===== src/rtl/wb_store_buffer_if.sv =====
// wb_store_buffer_if: bundles the WB store path, MEM write port, PRE-stage conflict check
// and drain handshake of the store buffer.
// Ports: master = pipeline/memory side (drives stores, busy, check address, flush request),
//        slave  = store buffer (drives stall, head write request, hit, flush done, occupancy).
interface wb_store_buffer_if #(
    parameter int ADDR_W = 32,
    parameter int DATA_W = 64,
    parameter int SIZE_W = 2,
    parameter int PTR_W  = 2
);
    logic              wr_valid;
    logic [ADDR_W-1:0] wr_addr;
    logic [DATA_W-1:0] wr_data;
    logic [SIZE_W-1:0] wr_size;
    logic              wr_stall;
    logic              mem_wt_en;
    logic [ADDR_W-1:0] mem_wt_addr;
    logic [DATA_W-1:0] mem_wt_data;
    logic [SIZE_W-1:0] mem_wt_size;
    logic              mem_busy;
    logic [ADDR_W-1:0] chk_addr;
    logic              chk_hit;
    logic              flush_req;
    logic              flush_done;
    logic [PTR_W:0]    count;
    logic              empty;

    modport master (
        output wr_valid, wr_addr, wr_data, wr_size, mem_busy, chk_addr, flush_req,
        input  wr_stall, mem_wt_en, mem_wt_addr, mem_wt_data, mem_wt_size,
               chk_hit, flush_done, count, empty
    );

    modport slave (
        input  wr_valid, wr_addr, wr_data, wr_size, mem_busy, chk_addr, flush_req,
        output wr_stall, mem_wt_en, mem_wt_addr, mem_wt_data, mem_wt_size,
               chk_hit, flush_done, count, empty
    );
endinterface


===== src/rtl/wb_store_buffer.sv =====
// wb_store_buffer: in-order write-back store queue between WB and the MEM write port.
// Latency: a pushed store reaches mem_wt_* one cycle later at the earliest; stall is registered-state only.
// Ports: CLK/CLR (async active-high reset), bus = wb_store_buffer_if.slave
//        (WB push + stall, MEM head write + busy, PRE 8-byte-block hit check, flush drain handshake).
module wb_store_buffer #(
    parameter int DEPTH  = 4,
    parameter int PTR_W  = 2,
    parameter int ADDR_W = 32,
    parameter int DATA_W = 64,
    parameter int SIZE_W = 2
) (
    input  logic CLK,
    input  logic CLR,
    wb_store_buffer_if.slave bus
);
    typedef enum logic [1:0] {IDLE, DRAIN, DONE, WAIT} state_t;

    localparam logic [PTR_W:0] FULL_CNT = (PTR_W + 1)'(DEPTH);

    logic [ADDR_W-1:0] addr_q [DEPTH];
    logic [DATA_W-1:0] data_q [DEPTH];
    logic [SIZE_W-1:0] size_q [DEPTH];
    logic [DEPTH-1:0]  vld_q;

    logic [PTR_W-1:0]  head;
    logic [PTR_W-1:0]  tail;
    logic [PTR_W:0]    cnt;

    state_t state;
    state_t state_nxt;

    logic full;
    logic is_empty;
    logic stall;
    logic done;
    logic push;
    logic pop;
    logic hit;

    assign full     = (cnt == FULL_CNT);
    assign is_empty = (cnt == '0);
    // stall comes only from registered count/state, so mem_busy never reaches wr_stall;
    // a pop in a full cycle therefore cannot admit a push until the next cycle
    assign push     = bus.wr_valid && !stall;
    assign pop      = !is_empty && !bus.mem_busy;

    // entry storage
    always_ff @(posedge CLK or posedge CLR) begin
        if (CLR) begin
            for (int i = 0; i < DEPTH; i++) begin
                addr_q[i] <= '0;
                data_q[i] <= '0;
                size_q[i] <= '0;
            end
            vld_q <= '0;
        end else begin
            // head and tail only coincide when empty (no pop) or full (no push)
            if (pop) begin
                vld_q[head] <= 1'b0;
            end
            if (push) begin
                addr_q[tail] <= bus.wr_addr;
                data_q[tail] <= bus.wr_data;
                size_q[tail] <= bus.wr_size;
                vld_q[tail]  <= 1'b1;
            end
        end
    end

    // pointers and occupancy
    always_ff @(posedge CLK or posedge CLR) begin
        if (CLR) begin
            head <= '0;
            tail <= '0;
            cnt  <= '0;
        end else begin
            if (push) begin
                tail <= tail + PTR_W'(1);
            end
            if (pop) begin
                head <= head + PTR_W'(1);
            end
            case ({push, pop})
                2'b10:   cnt <= cnt + (PTR_W + 1)'(1);
                2'b01:   cnt <= cnt - (PTR_W + 1)'(1);
                default: cnt <= cnt;
            endcase
        end
    end

    // drain FSM: state register
    always_ff @(posedge CLK or posedge CLR) begin
        if (CLR) begin
            state <= IDLE;
        end else begin
            state <= state_nxt;
        end
    end

    // drain FSM: next state
    always_comb begin
        state_nxt = state;
        case (state)
            IDLE:    if (bus.flush_req) state_nxt = DRAIN;
            DRAIN:   if (is_empty)      state_nxt = DONE;
            DONE:                       state_nxt = WAIT;
            WAIT:    if (!bus.flush_req) state_nxt = IDLE;
            default:                    state_nxt = IDLE;
        endcase
    end

    // drain FSM: outputs
    always_comb begin
        stall = full || (state != IDLE);
        done  = (state == DONE);
    end

    // block-granular (8-byte) conflict check; the head entry stays valid until its
    // retiring edge, so it still hits in the cycle it is written out
    always_comb begin
        hit = push && (bus.wr_addr[ADDR_W-1:3] == bus.chk_addr[ADDR_W-1:3]);
        for (int i = 0; i < DEPTH; i++) begin
            if (vld_q[i] && (addr_q[i][ADDR_W-1:3] == bus.chk_addr[ADDR_W-1:3])) begin
                hit = 1'b1;
            end
        end
    end

    assign bus.wr_stall    = stall;
    assign bus.mem_wt_en   = !is_empty;
    assign bus.mem_wt_addr = is_empty ? '0 : addr_q[head];
    assign bus.mem_wt_data = is_empty ? '0 : data_q[head];
    assign bus.mem_wt_size = is_empty ? '0 : size_q[head];
    assign bus.chk_hit     = hit;
    assign bus.flush_done  = done;
    assign bus.count       = cnt;
    assign bus.empty       = is_empty;
endmodule


===== src/flat_wrapper.sv =====
// flat-port wrapper written by rule: the top's interface ports become plain ports
module wb_store_buffer_flat 
#(
    parameter int DEPTH  = 4,
    parameter int PTR_W  = 2,
    parameter int ADDR_W = 32,
    parameter int DATA_W = 64,
    parameter int SIZE_W = 2
)
  (CLK, CLR, bus_wr_valid, bus_wr_addr, bus_wr_data, bus_wr_size, bus_mem_busy, bus_chk_addr, bus_flush_req, bus_wr_stall, bus_mem_wt_en, bus_mem_wt_addr, bus_mem_wt_data, bus_mem_wt_size, bus_chk_hit, bus_flush_done, bus_count, bus_empty);
  wb_store_buffer_if #(.ADDR_W(ADDR_W), .DATA_W(DATA_W), .SIZE_W(SIZE_W), .PTR_W(PTR_W)) bus_i ();
  input  logic CLK;
  input  logic CLR;
  input wire logic [$bits(bus_i.wr_valid)-1:0] bus_wr_valid;
  input wire logic [$bits(bus_i.wr_addr)-1:0] bus_wr_addr;
  input wire logic [$bits(bus_i.wr_data)-1:0] bus_wr_data;
  input wire logic [$bits(bus_i.wr_size)-1:0] bus_wr_size;
  input wire logic [$bits(bus_i.mem_busy)-1:0] bus_mem_busy;
  input wire logic [$bits(bus_i.chk_addr)-1:0] bus_chk_addr;
  input wire logic [$bits(bus_i.flush_req)-1:0] bus_flush_req;
  output wire logic [$bits(bus_i.wr_stall)-1:0] bus_wr_stall;
  output wire logic [$bits(bus_i.mem_wt_en)-1:0] bus_mem_wt_en;
  output wire logic [$bits(bus_i.mem_wt_addr)-1:0] bus_mem_wt_addr;
  output wire logic [$bits(bus_i.mem_wt_data)-1:0] bus_mem_wt_data;
  output wire logic [$bits(bus_i.mem_wt_size)-1:0] bus_mem_wt_size;
  output wire logic [$bits(bus_i.chk_hit)-1:0] bus_chk_hit;
  output wire logic [$bits(bus_i.flush_done)-1:0] bus_flush_done;
  output wire logic [$bits(bus_i.count)-1:0] bus_count;
  output wire logic [$bits(bus_i.empty)-1:0] bus_empty;
  assign bus_i.wr_valid = bus_wr_valid;
  assign bus_i.wr_addr = bus_wr_addr;
  assign bus_i.wr_data = bus_wr_data;
  assign bus_i.wr_size = bus_wr_size;
  assign bus_i.mem_busy = bus_mem_busy;
  assign bus_i.chk_addr = bus_chk_addr;
  assign bus_i.flush_req = bus_flush_req;
  assign bus_wr_stall = bus_i.wr_stall;
  assign bus_mem_wt_en = bus_i.mem_wt_en;
  assign bus_mem_wt_addr = bus_i.mem_wt_addr;
  assign bus_mem_wt_data = bus_i.mem_wt_data;
  assign bus_mem_wt_size = bus_i.mem_wt_size;
  assign bus_chk_hit = bus_i.chk_hit;
  assign bus_flush_done = bus_i.flush_done;
  assign bus_count = bus_i.count;
  assign bus_empty = bus_i.empty;
  wb_store_buffer #(.DEPTH(DEPTH), .PTR_W(PTR_W), .ADDR_W(ADDR_W), .DATA_W(DATA_W), .SIZE_W(SIZE_W)) u_core (.CLK(CLK), .CLR(CLR), .bus(bus_i));
endmodule

===== config.mk =====
export PLATFORM = sky130hd
export DESIGN_NAME = wb_store_buffer_flat
export DESIGN_NICKNAME = d
export VERILOG_FILES = /design/src/rtl/wb_store_buffer_if.sv /design/src/rtl/wb_store_buffer.sv /design/src/flat_wrapper.sv
export SDC_FILE = /design/constraint.sdc
export NUM_CORES = 1
export LEC_CHECK = 0
export CAP_MARGIN = 10
export CORE_ASPECT_RATIO = 0.5
export CORE_MARGIN = 4
export CORE_UTILIZATION = 45
export DETAILED_ROUTE_END_ITERATION = 7
export PLACE_DENSITY = 0.67
export SETUP_SLACK_MARGIN = 0.5
export SKIP_CTS_REPAIR_TIMING = 1
export SYNTH_ARGS = -nofsm -noshare
export SYNTH_HDL_FRONTEND = slang
export SYNTH_SLANG_ARGS = --single-unit

===== constraint.sdc =====
create_clock -name CLK -period 16.8 [get_ports CLK]
set_input_delay 3.36 -clock CLK [delete_from_list [all_inputs] [get_ports CLK]]
set_output_delay 3.36 -clock CLK [all_outputs]
set_load 0.01 [all_outputs]

* Word level (Yosys, flattened, before mapping)
Index checks and enable logic that the tools add are counted.
** Word-level totals
- Register bits :: 405
- Output and inout port bits :: 106
- Logic and storage cells :: 102
** Operators by class
- $add $sub $neg :: 4
- Order comparisons :: 7
- Equality and inequality tests :: 14
- Muxes and demuxes :: 36
- Bitwise gates (word level) :: 5
- Reduce and logical (&&, ||, !) cells :: 19
** Operators by type and width (count)
- $bwmux 256 :: 1
- $mux 64 :: 4
- $eq 29x29->1 :: 5
- $bmux 64 s2 :: 1
- $bwmux 128 :: 1
- $demux 64 s2 :: 1
- $mux 32 :: 4
- $bmux 32 s2 :: 1
- $demux 32 s2 :: 1
- $mux 2 :: 7
- $logic_and 1x1->1 :: 10
- $bwmux 8 :: 1
- $mux 4 :: 2
- $pmux 2 s4 :: 1
- $eq 2x2->1 const B :: 3
- $ge 3x3->1 const B :: 2
- $lt 2x3->1 const B :: 2
- $mux 1 :: 6
- $not 2->3 :: 2
- $pmux 3 s2 :: 1
- $add 2x1->2 const B :: 2
- $and 4x4->4 :: 1
- $bmux 2 s2 :: 1
- $demux 1 s2 :: 2
- other kinds (17) :: 23

* Longest topological paths before layout
- Depth after elaboration :: 9
- Gate-level depth with buffers :: 11

* Least setup slack after synthesis
Ideal clock, no wire load.
- Kind :: input-to-output
- Start point :: in bus_chk_addr[31]
- End point :: out bus_chk_hit
- Arrival :: 4596 ps
- Data required time :: 13440 ps
- Setup slack :: 8844 ps
- Cell stages on the path :: 6
- Buffers on the path :: 1
- Path through :: clkbuf_1 > xor2_1 > nor4_1 > nand4_1 > or4_1 > o2111ai_1
** Between the ends
- Cells in the longest elaborated chain, start to end :: 6
- Elaborated cells on any way between the ends :: 14
- Those cells by class :: 5 x eq/ne; 4 x mux; 5 x reduce/logical
** RTL lines
- start: declaration :: RTL line flat_wrapper.sv:19 : input wire logic [$bits(bus_i.chk_addr)-1:0] bus_chk_addr;
- $eq 29x29->1 (on tied branches) :: RTL line wb_store_buffer.sv:121, wb_store_buffer.sv:123
- $logic_and 1x1->1 (on tied branches) :: RTL line wb_store_buffer.sv:121, wb_store_buffer.sv:123
- $mux 1 (3 in a row) :: RTL line wb_store_buffer.sv:123 : if (vld_q[i] && (addr_q[i][ADDR_W-1:3] == bus.chk_addr[ADDR_W-1:3])) begin
- $mux 1 (*) :: RTL line wb_store_buffer.sv:123
- end: declaration :: RTL line flat_wrapper.sv:26 : output wire logic [$bits(bus_i.chk_hit)-1:0] bus_chk_hit;
Every way passes the cells marked *; elsewhere a longest branch is shown, timed or not.

* Worst setup path in the final report
- Start point :: in bus_chk_addr[25]
- End point :: out bus_chk_hit
The elaborated chain is that of the path after synthesis.

==> summary.md <==
| Metric | Value |
|---|---|
| Status | finished clean |
| Post-Synthesis Cells | 1,362 |
| Syn_nets | 1,512 |
| Fill cell count | 3,545 |
| Min Clock Period, post-route | 9327 ps |
| Critical path endpoint category | output port |
| Slew Viols, Final | 0 |
| Power density cells | 206.7 nW/um^2 |
| WP data required | 13,440 ps |
| Overflow after GRT | 0 |
| Clock sink count | 405 |
| Sequential area share after synthesis | 0.5041 |
| Clock Latency Late Sink | 540 ps |
| Drt wl/cell | 23.62 um |
| Via/cell ratio | 5.470 |
| Setup CP Type | primary input to output port |
| Synthesized area | 20,100 sq um |
| Total Neg Setup Slack | 0 ps |
| CTS tree | yes |
| Fin crit share | 0.5552 |
| Worst endpoint data arrival time | 5970 ps |
| Placement Setup Slack | 7487 ps |
| Largest net degree at the start of global routing | 151 |
| Average cell area after synthesis | 14.76 sq um |
| FP Rows | 54 |
| Detailed-route DRC error count | 0 |
| H-tree depth reported by CTS | 2 |
| Clock slew seen by the registers of the worst setup and hold paths | 60 ps |
| Starting density of the core | 0.4585 |
| Die Span Y | 157.5 um |
| Worst setup SP type | primary input |
| Post-synthesis cell type count | 35 |
| CTS Root Cell | clkbuf_16 |
| FF+latch count, synth | 405 |
| Unrepaired setup endpoints after global routing | false |
| Most frequently used flop master after synthesis | dfrtp_1 |
| Final setup skew | 8.362 ps |
| Initial antenna violation count | 2 |
| Routability congestion estimate | 0.8565 |
| Die ar. | 48,320 sq um |
| Final WS setup | 7473 ps |
| Maximum clock frequency | 0.1072 GHz |
| Ys async rst share | 1.000 |
| Number of buffers created by CTS | 39 |
| Gr usage total | 0.2145 |
| R2R setup slack | 13,130 ps |
| DP HPWL | 33,430 um |
| Layout cell share with drive strength beyond 1 | 0.3612 |
| I/O Buffers | 237 |
| Area Overhead vs Synth | 20.31% |
| Clock Tree Buf Depth | 3 |
| Min-delay worst type | flop to flop |
| Routed Antenna Nets | 0 |
| EDFF count, synth | 0 |
| Max Cap Viol | 0 |
| Routed via count | 11,870 |
| Die span in x | 306.9 um |
| Worst slew pin tran | 1093 ps |
| Yosys warns | 0 |
| Largest fanout on the critical path | 5 |
| Leakage | 10.29 nW |
| Routed WL | 51,260 um |
| Vias in the first global route | 13,660 |
| Io pins | 241 |
| Drt first-iter violations | 590 |
| First-pass GRT wire length | 79,670 um |
| Final #Nets | 1,699 |
| Maximum vdd ir drop | 0.0001088 V |
| Setup violators final | 0 |
| Core box area | 43,850 sq um |
| Relative slew slack | 0.2716 |
| Hold Vio Cnt, Final | 0 |
| DR pass1 iterations | 5 |
## per-stage QoR
step / hold WS, ps / total power, mW / util / std cells / instance area, sq um
finish: 480.2 / 4.998 / 0.5516 / 2170 / 24190
global route: 509.5 / 5.279 / 0.5514 / 2168 / 24180
CTS: 482.0 / 5.064 / 0.5507 / 2165 / 24150
detailed placement: 465.9 / 4.093 / 0.5196 / 2095 / 22790
global placement: 469.0 / 3.987 / 0.5196 / 2095 / 22790
floorplan: 443.7 / 3.160 / - / 1362 / 20100
## worst paths after layout
check | start | end | depth (start not counted)
min in group asynchronous | CLR | u_core.data_q[245] | 2
hold reg to reg | u_core.vld_q[0] | u_core.vld_q[0] | 2
setup reg to reg | u_core.bus.count[0] | u_core.bus.count[2] | 10
hold / removal | u_core.vld_q[0] | u_core.vld_q[0] | 2
setup / recovery | bus_chk_addr[25] | bus_chk_hit | 7
max in group asynchronous | CLR | u_core.data_q[218] | 3
## metal layers
metal | wire (um) | track usage | vias to the layer above
met3 | 1806 | 0.03012 | 93
met1 | 20050 | 0.2508 | 6264
li1 | - | - | 5268
met4 | 1491 | 0.06917 | 0
met5 | 0 | 0 | -
met2 | 27910 | 0.4108 | 244
## worst max-delay path: stages
cell	delay [ps]
clkdlybuf4s50_1	550
xor2_1	210
nor4_1	490
nand4_1	150
or4_1	420
o2111ai_1	180
clkdlybuf4s50_1	610
## cells by family (layout without fill, tap and decap cells)
group / after synthesis / in the layout / synth area share
flip-flops: 405 / 405 / 0.5041
XOR/XNOR: 146 / 146 / 0.06361
multiplexers: 492 / 492 / 0.3372
adder cells (fa/ha/maj): 15 / 15 / 0.009709
buffers and inverters: 118 / 334 / 0.02888
AO/OA/AOI/OAI: 10 / 10 / 0.003486
other: 0 / 4 / 0
AND/OR/NAND/NOR: 176 / 176 / 0.05303
## flip-flops by register name (all words and copies together), names as in the netlist
signal	flops
u_core.tail	2
u_core.bus.count	3
u_core.head	2
u_core.state	2
u_core.size_q	8
u_core.data_q	256
u_core.vld_q	4
u_core.addr_q	128
## layout by cell type, fill, tap and decap left out, drive strengths merged
master           n
a2111oi          1
a21oi            2
a221o            1
a22oi            1
and2            98
and3             1
buf             12
bufinv           7
clkbuf          56
clkdlybuf4s50  237
clkinv           5
clkinvlp         2
dfrtp          405
diode            4
fa               1
ha              14
inv             15
mux2           393
mux2i            1
mux4            98
nand2           22
nand2b           2
nand3            3
nand4           28
nor2             2
nor2b            2
nor3             2
nor4            14
o2111ai          2
o21ai            2
o22ai            1
or3              1
or4              1
xnor2          111
xor2            35
## synth_stat cells, types with 3 or more instances
cell | instances | share of area
dfrtp_1 | 405 | 0.50
mux4_2 | 98 | 0.11
nand2_1 | 18 | 0.0034
nand4_1 | 28 | 0.0087
and2_1 | 98 | 0.030
mux2_4 | 36 | 0.027
ha_1 | 14 | 0.0087
buf_6 | 9 | 0.0050
nand3_1 | 3 | 0.00075
xor2_1 | 35 | 0.015
nor4_1 | 14 | 0.0044
clkbuf_1 | 42 | 0.0078
xnor2_1 | 111 | 0.048
inv_1 | 14 | 0.0026
mux2_2 | 357 | 0.20
buf_2 | 50 | 0.012
nand2_4 | 4 | 0.0022
## final cells by class
class,count,area [sq um],area share
Tap cell,588,735.7,0.03042
Antenna cell,4,10.01,0.0004139
Timing Repair Buffer,249,2482,0.1026
Clock inverter,14,250.2,0.01035
Clock buffer,56,1112,0.04599
Multi-Input combinational cell,839,9389,0.3882
Sequential cell,405,10140,0.4193
Inverter,15,63.81,0.002638
## power breakdown
part | internal, mW | total [mW] | switching, mW | leakage [nW]
logic | 1.40 | 2.26 | 0.856 | 4.63
clock network | 0.570 | 0.947 | 0.377 | 0.660
registers | 1.44 | 1.79 | 0.349 | 5.00
total | 3.42 | 5.00 | 1.58 | 10.3
No activity file was read; power rests on OpenSTA's default activity.
